$ cat src/rtl/keypad_pkg.sv
// Shared types and constants for the 4x4 keypad scanner.
package keypad_pkg;

    localparam int unsigned KP_N = 4;
    localparam logic [KP_N-1:0] KP_IDLE = '1;

    typedef logic [3:0] key_code_t;

    typedef enum logic [1:0] {
        ST_SCAN,
        ST_DEBOUNCE,
        ST_PRESSED,
        ST_RELEASE
    } kp_state_e;

    // Index of the lowest-numbered row reading low; 0 when none is low.
    function automatic logic [1:0] lowest_low(input logic [KP_N-1:0] rows);
        logic [1:0] idx;
        logic       found;
        idx   = '0;
        found = 1'b0;
        for (int unsigned i = 0; i < KP_N; i++) begin
            if (!rows[i] && !found) begin
                idx   = 2'(i);
                found = 1'b1;
            end
        end
        return idx;
    endfunction

endpackage

$ cat src/rtl/keypad_tick_gen.sv
// Free-running divider: one-cycle tick every SCAN_DIV clocks, on the last count.
module keypad_tick_gen #(
    parameter int unsigned SCAN_DIV = 50000
) (
    input  logic i_clk,
    input  logic i_rst,
    output logic o_tick
);

    localparam int unsigned DW = (SCAN_DIV > 1) ? $clog2(SCAN_DIV) : 1;
    localparam logic [DW-1:0] LAST = DW'(SCAN_DIV - 1);

    logic [DW-1:0] r_cnt;

    always_ff @(posedge i_clk or posedge i_rst) begin
        if (i_rst) begin
            r_cnt <= '0;
        end else if (r_cnt == LAST) begin
            r_cnt <= '0;
        end else begin
            r_cnt <= r_cnt + DW'(1);
        end
    end

    assign o_tick = (r_cnt == LAST);

endmodule

$ cat src/rtl/keypad_scan.sv
// 4x4 matrix keypad scanner: column rotation, row synchronizer, press/release
// debounce FSM, one-cycle key_valid strobe per accepted press.
module keypad_scan
    import keypad_pkg::*;
#(
    parameter int unsigned SCAN_DIV   = 50000,
    parameter int unsigned DEBOUNCE_N = 10
) (
    input  logic            clk,
    input  logic            rst,
    input  logic [KP_N-1:0] row,
    output logic [KP_N-1:0] col,
    output key_code_t       key_code,
    output logic            key_valid,
    output logic            key_held
);

    localparam int unsigned CW = $clog2(DEBOUNCE_N + 1);
    localparam logic [CW-1:0] CNT_DONE = CW'(DEBOUNCE_N);

    kp_state_e       r_state, w_state_nx;
    logic [KP_N-1:0] r_row_s1, r_row_s2;
    logic [1:0]      r_col_idx, w_col_nx;
    logic [1:0]      r_row_idx, w_row_nx;
    logic [CW-1:0]   r_cnt, w_cnt_nx, w_cnt_inc;
    key_code_t       r_code, w_code_nx;
    logic            r_valid, w_valid_nx;
    logic            w_tick;
    logic            w_row_hit;
    logic [1:0]      w_low_idx;

    keypad_tick_gen #(.SCAN_DIV(SCAN_DIV)) u_tick (
        .i_clk  (clk),
        .i_rst  (rst),
        .o_tick (w_tick)
    );

    // Synchronizer resets to the idle (no key) pattern.
    always_ff @(posedge clk or posedge rst) begin
        if (rst) begin
            r_row_s1  <= KP_IDLE;
            r_row_s2  <= KP_IDLE;
            r_state   <= ST_SCAN;
            r_col_idx <= '0;
            r_row_idx <= '0;
            r_cnt     <= '0;
            r_code    <= '0;
            r_valid   <= 1'b0;
        end else begin
            r_row_s1  <= row;
            r_row_s2  <= r_row_s1;
            r_state   <= w_state_nx;
            r_col_idx <= w_col_nx;
            r_row_idx <= w_row_nx;
            r_cnt     <= w_cnt_nx;
            r_code    <= w_code_nx;
            r_valid   <= w_valid_nx;
        end
    end

    assign w_cnt_inc = r_cnt + CW'(1);
    assign w_row_hit = ~r_row_s2[r_row_idx];
    assign w_low_idx = lowest_low(r_row_s2);

    always_comb begin
        w_state_nx = r_state;
        w_col_nx   = r_col_idx;
        w_row_nx   = r_row_idx;
        w_cnt_nx   = r_cnt;
        w_code_nx  = r_code;
        w_valid_nx = 1'b0;
        if (w_tick) begin
            case (r_state)
                ST_SCAN: begin
                    if (r_row_s2 != KP_IDLE) begin
                        w_row_nx = w_low_idx;
                        w_cnt_nx = CW'(1);
                        // A single-sample debounce accepts on the first hit.
                        if (CNT_DONE == CW'(1)) begin
                            w_state_nx = ST_PRESSED;
                            w_code_nx  = {w_low_idx, r_col_idx};
                            w_valid_nx = 1'b1;
                            w_cnt_nx   = '0;
                        end else begin
                            w_state_nx = ST_DEBOUNCE;
                        end
                    end else begin
                        w_col_nx = r_col_idx + 2'd1;
                    end
                end
                ST_DEBOUNCE: begin
                    if (w_row_hit) begin
                        w_cnt_nx = w_cnt_inc;
                        if (w_cnt_inc == CNT_DONE) begin
                            w_state_nx = ST_PRESSED;
                            w_code_nx  = {r_row_idx, r_col_idx};
                            w_valid_nx = 1'b1;
                            w_cnt_nx   = '0;
                        end
                    end else begin
                        w_state_nx = ST_SCAN;
                        w_col_nx   = r_col_idx + 2'd1;
                        w_cnt_nx   = '0;
                    end
                end
                ST_PRESSED: begin
                    if (!w_row_hit) begin
                        if (CNT_DONE == CW'(1)) begin
                            w_state_nx = ST_SCAN;
                            w_col_nx   = r_col_idx + 2'd1;
                            w_cnt_nx   = '0;
                        end else begin
                            w_state_nx = ST_RELEASE;
                            w_cnt_nx   = CW'(1);
                        end
                    end
                end
                ST_RELEASE: begin
                    if (w_row_hit) begin
                        w_state_nx = ST_PRESSED;
                        w_cnt_nx   = '0;
                    end else if (w_cnt_inc == CNT_DONE) begin
                        w_state_nx = ST_SCAN;
                        w_col_nx   = r_col_idx + 2'd1;
                        w_cnt_nx   = '0;
                    end else begin
                        w_cnt_nx = w_cnt_inc;
                    end
                end
                default: begin
                    w_state_nx = ST_SCAN;
                    w_cnt_nx   = '0;
                end
            endcase
        end
    end

    assign col       = ~(4'b0001 << r_col_idx);
    assign key_code  = r_code;
    assign key_valid = r_valid;
    assign key_held  = (r_state == ST_PRESSED) || (r_state == ST_RELEASE);

endmodule

$ cat config.mk
export PLATFORM = sky130hd
export DESIGN_NAME = keypad_scan
export DESIGN_NICKNAME = d
export VERILOG_FILES = /design/src/rtl/keypad_pkg.sv /design/src/rtl/keypad_tick_gen.sv /design/src/rtl/keypad_scan.sv
export SDC_FILE = /design/constraint.sdc
export NUM_CORES = 1
export LEC_CHECK = 0
export ABC_AREA = 1
export CORE_ASPECT_RATIO = 0.6
export CORE_MARGIN = 1.5
export CORE_UTILIZATION = 50
export CTS_CLUSTER_DIAMETER = 30
export DETAILED_ROUTE_END_ITERATION = 7
export HOLD_SLACK_MARGIN = 0.03
export PLACE_DENSITY = 0.7
export REMOVE_ABC_BUFFERS = 1
export SLEW_MARGIN = 10
export SYNTH_ARGS = -nofsm -noshare
export SYNTH_HDL_FRONTEND = slang
export SYNTH_HIERARCHICAL = 1
export SYNTH_SLANG_ARGS = --single-unit
$ cat constraint.sdc
create_clock -name clk -period 2.9 [get_ports clk]
set_input_delay 0.29 -clock clk [delete_from_list [all_inputs] [get_ports clk]]
set_output_delay 0.29 -clock clk [all_outputs]
set_load 0.02 [all_outputs]
==> key figures, run 1 <==
Clock tree
  – CTS buffer count: 5
  – Clk pin slew, worst setup/hold paths: ~0.080 ns
  – CTS root buf: clkbuf_8
  – Post_cts resized: 0
  – Setup Buffers After CTS: 0
  – Htree depth: 2
  – Worst skew pair latency: a little under 0.3 ns
  – CTS tree: yes
  – Clk buf depth: 2
  – Hold-fix buffers, CTS: 0
  – Clock sink count: 39

STA
  – Fin. Hold Viols: 0
  – Slew Limit Fails: 0
  – Clock Skew: 0.008860 ns
  – Final setup viols: 0
  – Relative slew margins: a little over two fifths
  – Setup TNS: 0 ns
  – Crit path time final: 2.061 ns
  – RSZ-0062 raised after global routing: no
  – Worst-Margin Slew: 0.8559 ns
  – Fmax: approximately 0.49 GHz
  – Final worst-path cycle share: between 70% and 80%

Global route
  – First-pass GRT wire length: approximately 6300 um
  – Most Crowded Layer GR: met1
  – Met1 Resource Use GR: 30.29%
  – Met2 usage: approximately a quarter
  – Initial antenna violation count: 0
  – GR met3 Demand/Resource: 5.148%
  – All-Layer GR Usage: 18.81%
  – Vias in the first global route: around 1300
  – Total gr overflow: 0
  – Largest net degree at the start of global routing: 24

Place
  – Placed Cells: ~340
  – HPWL after DPL: approximately 3000 um
  – GPL Wtd Cong: around 0.83
  – Port Buffers: 15

Synthesis
  – Synth Area per Inst: 7.981 sq um
  – Seq cells post-synth: 39
  – Yosys warnings: 6
  – Synthesized instance count: 264
  – Sequential area share after synthesis: between 40% and 50%
  – Synth cell types: 26
  – Mapped Area: ~0.0021 sq mm

Pwr
  – Max VDD drop: between 400 and 500 uV
  – Pwr Density: 455.1 mW/mm^2
  – Power Total: 1.120 mW
  – LEAKAGE: between 1 and 1.5 nW
  – Switching power share of the total: a little under a fifth
  – Sequential share of power: 49.7%
  – P_int: slightly above 0.9 mW
  – Switching power: approximately 0.21 mW
  – Logic pwr share: around 2.3%
  – Clk pwr share: a little under half

Worst hold path
  – Worst min-delay path startpoint: r_row_s1[2]
  – Min-delay worst type: reg2reg

Critical path
  – WP data required: 3.09 ns
  – CP Capture Type: register
  – R2R Setup Slk: between 0.8 and 0.9 ns
  – Worst Setup Start Kind: register
  – Setup CP Type: reg2reg
  – Worst-path fanout max: 7
  – CP arrival: approximately 2.3 ns
  – Crit path from: u_tick/r_cnt[0]
  – R2r startpoint: u_tick/r_cnt[0]

Die
  – Die area: between 0.004 and 0.005 sq mm
  – I/O pin total: 16
  – Core area: approximately 0.0041 sq mm
  – Initial Util: 51.69%
  – # rows: 18
  – Die H: ~53 um
  – Die Width: ~87 um

Job
  – Number of max-cap violations: 0

Finish
  – Nets: between 200 and 300
  – Most frequent cells in the layout: nand2_1, inv_1, nor2_1, dfrtp_1, nand3_1
  – Fin cells: approximately 350
  – Area occupied by multi-input gates: 963.4 sq um
  – Commonest non-fill, non-tap cell in the layout: nand2_1
  – Share of cells above drive strength 1: between 10% and 20%
  – Seq. cell area: a little under 0.001 sq mm
  – Growth of design area from synthesis to finish: 16.81%
  – Filler Cells Inserted: around 360
  – Diode count: 0

Drt
  – DR pass1 iterations: 4
  – Total Wirelength: between 3000 and 4000 um
  – Via density: 4.705
  – ANT nets after route: 0
  – DRC violation count after routing: 0
  – Routed WL per cell: 11.03 um
  – Iter 0 DRT Violations: 90
  – Total number of vias: around 1600

Status
  – Status: finished, final reports clean
-- routing by layer --
metal | vias to the layer above | wire [um]
met3 | 5 | 224
met1 | 729 | 2250
met4 | 0 | 29
met5 | - | 0
met2 | 37 | 1312
li1 | 857 | -
-- cell families (layout without fill, tap and decap cells) --
family                     after synthesis  after routing  share of synthesized area (%)
and+or+nand+nor                        151            151                          33.20
buffers and inverters                   42             64                          7.482
adders and majority gates                8              8                          4.751
xor gates and xnor gates                10             10                          4.157
DFF                                     39             39                          46.79
AOI/OAI and AO/OA                       14             14                          3.623
-- worst paths after layout --
check                                  endpoint  cells after the start
worst min register to register      r_row_s2[2]                      0
min in group asynchronous       u_tick/r_cnt[1]                      2
worst max register to register     r_col_idx[0]                     14
max in group asynchronous              r_cnt[3]                      2
worst min-delay path                r_row_s2[2]                      0
worst max-delay path               r_col_idx[0]                     14
-- through the flow --
stage | cell area (sq um) | util [%] | worst slack, ns | hold slack (ns)
after floorplan | 2103 | - | 1.107 | 0.2037
after global placement | 2328 | 57.12 | 0.9741 | 0.3465
after detailed placement | 2328 | 57.12 | 0.8614 | 0.3478
after CTS | 2461 | 60.37 | 0.8351 | 0.3585
after global routing | 2461 | 60.37 | 0.6037 | 0.3620
final | 2461 | 60.37 | 0.8391 | 0.3578
-- flip-flops by register name, indices dropped and copies added, names as in the netlist, named ones only --
register      cells
r_row_s2          4
u_tick/r_cnt     16
key_valid         1
r_row_s1          4
r_col_idx         2
r_state           1
r_cnt             4
key_code          4
r_row_idx         2
-- cell usage after synthesis --
library cell,count,area share [%]
or2_2,1,0.30
nor2b_1,1,0.30
dfrtp_1,31,37
a21oi_1,6,1.4
o21ai_0,6,1.4
and2_1,1,0.30
nor2_4,2,1.1
inv_1,37,6.6
nand3_2,3,1.4
ha_1,8,4.8
and2_4,1,0.42
nor2_2,6,1.8
dfstp_2,8,10
o21bai_1,1,0.36
nor2_1,31,5.5
nor3_1,1,0.24
nand2_4,1,0.53
inv_2,4,0.71
nand3_1,18,4.3
nand4_1,6,1.8
xnor2_1,3,1.2
nand2_1,69,12
a32oi_1,1,0.42
clkbuf_1,1,0.18
xor2_1,7,2.9
nand2_2,10,3.0
-- power groups by stage --
stage	clock (mW)	combinational (mW)	sequential (mW)
2_1_floorplan	0	0.0152	0.566
3_3_place_gp	0	0.0266	0.567
3_5_place_dp	0	0.0272	0.567
4_1_cts	0.547	0.0272	0.557
5_1_grt	0.573	0.0303	0.558
6_report	0.537	0.0261	0.557
-- area by class of cell --
type / instances / share of cell area [%]
flip-flops and latches: 39 / 40.06
multi-input cells: 183 / 39.15
inverters: 41 / 6.253
repair buffers: 15 / 6.101
well taps: 60 / 3.050
clock buffers: 6 / 2.949
clock inverters: 2 / 2.440
-- critical path, stage by stage (launching register included) --
cell and delay, ns:
dfrtp_1 0.43, ha_1 0.23, nand2_2 0.08, nor2_4 0.12
inv_1 0.07, nor2_2 0.11, nand2_2 0.09, inv_2 0.13
inv_1 0.08, nor2_1 0.10, nand2_1 0.05, a21oi_1 0.23
nand2_1 0.12, nand2_1 0.07, nand2_1 0.04
No activity file was read; power rests on OpenSTA's default activity.
==> inputs of run 2 (changes only) <==
==> constraint.sdc (replaced) <==
create_clock -name clk -period 2.1 [get_ports clk]
set_input_delay 0.21 -clock clk [delete_from_list [all_inputs] [get_ports clk]]
set_output_delay 0.21 -clock clk [all_outputs]
set_load 0.02 [all_outputs]
==> run 2 against run 1 <==
  * Global-route usage shrank 0.33 points
  * Final area shrank 0.41%
  * Fmax grew 11%
==> key figures, run 2 (synthesis gave the netlist of run 1 again) <==
Status
  – Status: finished, final reports clean

Die
  – Die Width: 86.81 um (unchanged)
  – I/O pin total: 16 (unchanged)
  – Die H: 53.29 um (unchanged)
  – # rows: 18 (unchanged)
  – Initial Util: 51.69% (unchanged)
  – Die area: 0.004625 sq mm (unchanged)
  – Core area: 0.004076 sq mm (unchanged)

STA
  – Relative slew margins: 57.56% (+15 points)
  – Final setup viols: 0 (unchanged)
  – Worst setup margin: 0.2472 ns (-0.5919 ns)
  – Fmax: 0.5397 GHz (+11%)
  – Hold Worst Slack: 0.2886 ns (-0.06917 ns)
  – Final worst-path cycle share: 88.23% (+17 points)
  – Setup TNS: 0 ns (unchanged)
  – Crit path time final: 1.853 ns (-0.2081 ns)
  – Fin. Hold Viols: 0 (unchanged)
  – Clock Skew: 0.008700 ns (-0.0001597 ns)
  – Worst-Margin Slew: 0.6359 ns (-0.2200 ns)
  – Slew Limit Fails: 0 (unchanged)

Finish
  – Max reg flops: 16 (unchanged)
  – Biggest register: u_tick/r_cnt
  – Final core utilization: 60.13% (-0.25 points)
  – Share of cells above drive strength 1: 16.55% (+1.5 points)
  – Nets: 303 (+1.3%)
  – Commonest non-fill, non-tap cell in the layout: nand2_1
  – Most frequent cells in the layout: nand2_1, inv_1, nor2_1, dfrtp_1, nand3_1
  – Growth of design area from synthesis to finish: 16.33%
  – Diode count: 0 (unchanged)

Pwr
  – Pwr Density: 520.3 mW/mm^2 (+14%)
  – Max VDD drop: 403.5 uV (-4.2%)
  – Switching power: 0.2637 mW (+24%)
  – Logic pwr share: 2.9% (+0.6 points)
  – Switching power share of the total: 20.68% (+1.6 points)
  – Sequential share of power: 60.3% (+11 points)
  – P_int: 1.012 mW (+12%)
  – LEAKAGE: 1.209 nW (-0.40%)
  – Clk pwr share: 36.7% (-11 points)

Drt
  – Routed WL per cell: 10.81 um (-2.0%)
  – Via density: 4.669 (-0.78%)
  – Total number of vias: 1634 (+0.37%)
  – DR pass1 iterations: 4 (unchanged)
  – Iter 0 DRT Violations: 170 (+89%)
  – Total Wirelength: 3782 um (-0.92%)
  – ANT nets after route: 0 (unchanged)
  – DRC violation count after routing: 0 (unchanged)

Global route
  – Largest net degree at the start of global routing: 24 (unchanged)
  – Initial antenna violation count: 0 (unchanged)
  – First-pass GRT wire length: 6354 um (+0.32%)
  – Vias in the first global route: 1364 (+4.4%)
  – Total gr overflow: 0 (unchanged)
  – All-Layer GR Usage: 18.48% (-0.33 points)

Worst hold path
  – Min-delay worst type: in2async

Place
  – Pre-CTS setup slack: 0.1852 ns (-0.6762 ns)
  – HPWL after DPL: 2982 um (+0.59%)
  – Port Buffers: 15 (unchanged)
  – GPL Wtd Cong: 0.8812 (+6.4%)

Clock tree
  – CTS tree: yes
  – CTS buffer count: 5 (unchanged)
  – Clock sink count: 39 (unchanged)
  – Worst skew pair latency: 0.28 ns (about the same)
  – CTS root buf: clkbuf_8
  – Hold-fix buffers, CTS: 0 (unchanged)
  – Clk buf depth: 2 (unchanged)
  – Htree depth: 2 (unchanged)
  – Clk pin slew, worst setup/hold paths: 0.07 ns (about the same)

Critical path
  – Setup CP Type: reg2reg
  – WP data required: 2.28 ns (-0.81 ns)
  – Worst-path fanout max: 5 (-2)
  – CP Capture Type: register
  – Worst Setup Start Kind: register
  – CP arrival: 2.03 ns (-0.22 ns)

Job
  – Number of max-cap violations: 0 (unchanged)
[run 2: cell type report]
cell class | instances | area, sq um
Fill cell | 378 | 1625
Sequential cell | 39 | 985.9
Multi-Input combinational cell | 183 | 974.7
Timing Repair Buffer | 19 | 180.2
Inverter | 41 | 153.9
Clock buffer | 7 | 76.32
Tap cell | 60 | 75.07
Clock inverter | 1 | 5.005
[run 2: power groups by stage]
stage,Combinational (mW),Clock (mW),Sequential [mW]
after floorplan,0.0210,0,0.782
final,0.0373,0.468,0.770
after detailed placement,0.0384,0,0.783
after CTS,0.0385,0.489,0.769
after global placement,0.0385,0,0.783
after global routing,0.0433,0.528,0.770
[run 2: what timing repair did]
action,CTS,global route
buffers inserted,0,2
resized for setup,0,3
endpoints found under the setup margin,0,5
[run 2: final timing paths]
kind                                 startpoint              end  slack (ns)  cells past startpoint
worst max-delay path            u_tick/r_cnt[0]         register        0.25                     14
worst min-delay path                        rst      key_code[3]        0.29                      3
worst max register to register  u_tick/r_cnt[0]         register        0.25                     14
worst min register to register      r_row_s1[1]      r_row_s2[1]        0.35                      0
max in group asynchronous                   rst  u_tick/r_cnt[8]        1.36                      2
min in group clk                         row[2]      r_row_s1[2]        0.33                      1
[run 2: metrics by stage]
step	total power, mW	area, sq um	cells
after floorplan	0.8030	2103	263
after global placement	0.8218	2344	340
after detailed placement	0.8217	2344	340
after CTS	1.297	2425	348
after global routing	1.341	2451	350
final	1.275	2451	350
[run 2: routing by layer]
layer	vias up	wire length [um]	global-route usage, %
met5	-	0	0
met4	0	24	4.839
met3	4	243	5.148
met2	41	1325	21.96
met1	730	2188	30.54
li1	859	-	-
[run 2: critical path: stages, from the launching register on]
cell	delay, ns
dfrtp_1	0.39
ha_2	0.22
nand2_2	0.07
nor2_4	0.11
inv_1	0.07
nor2_2	0.11
nand2_2	0.08
inv_2	0.06
inv_1	0.05
a21oi_1	0.15
nand2_2	0.14
nor2_4	0.13
nand2_1	0.06
nand2_1	0.05
nand2_1	0.04
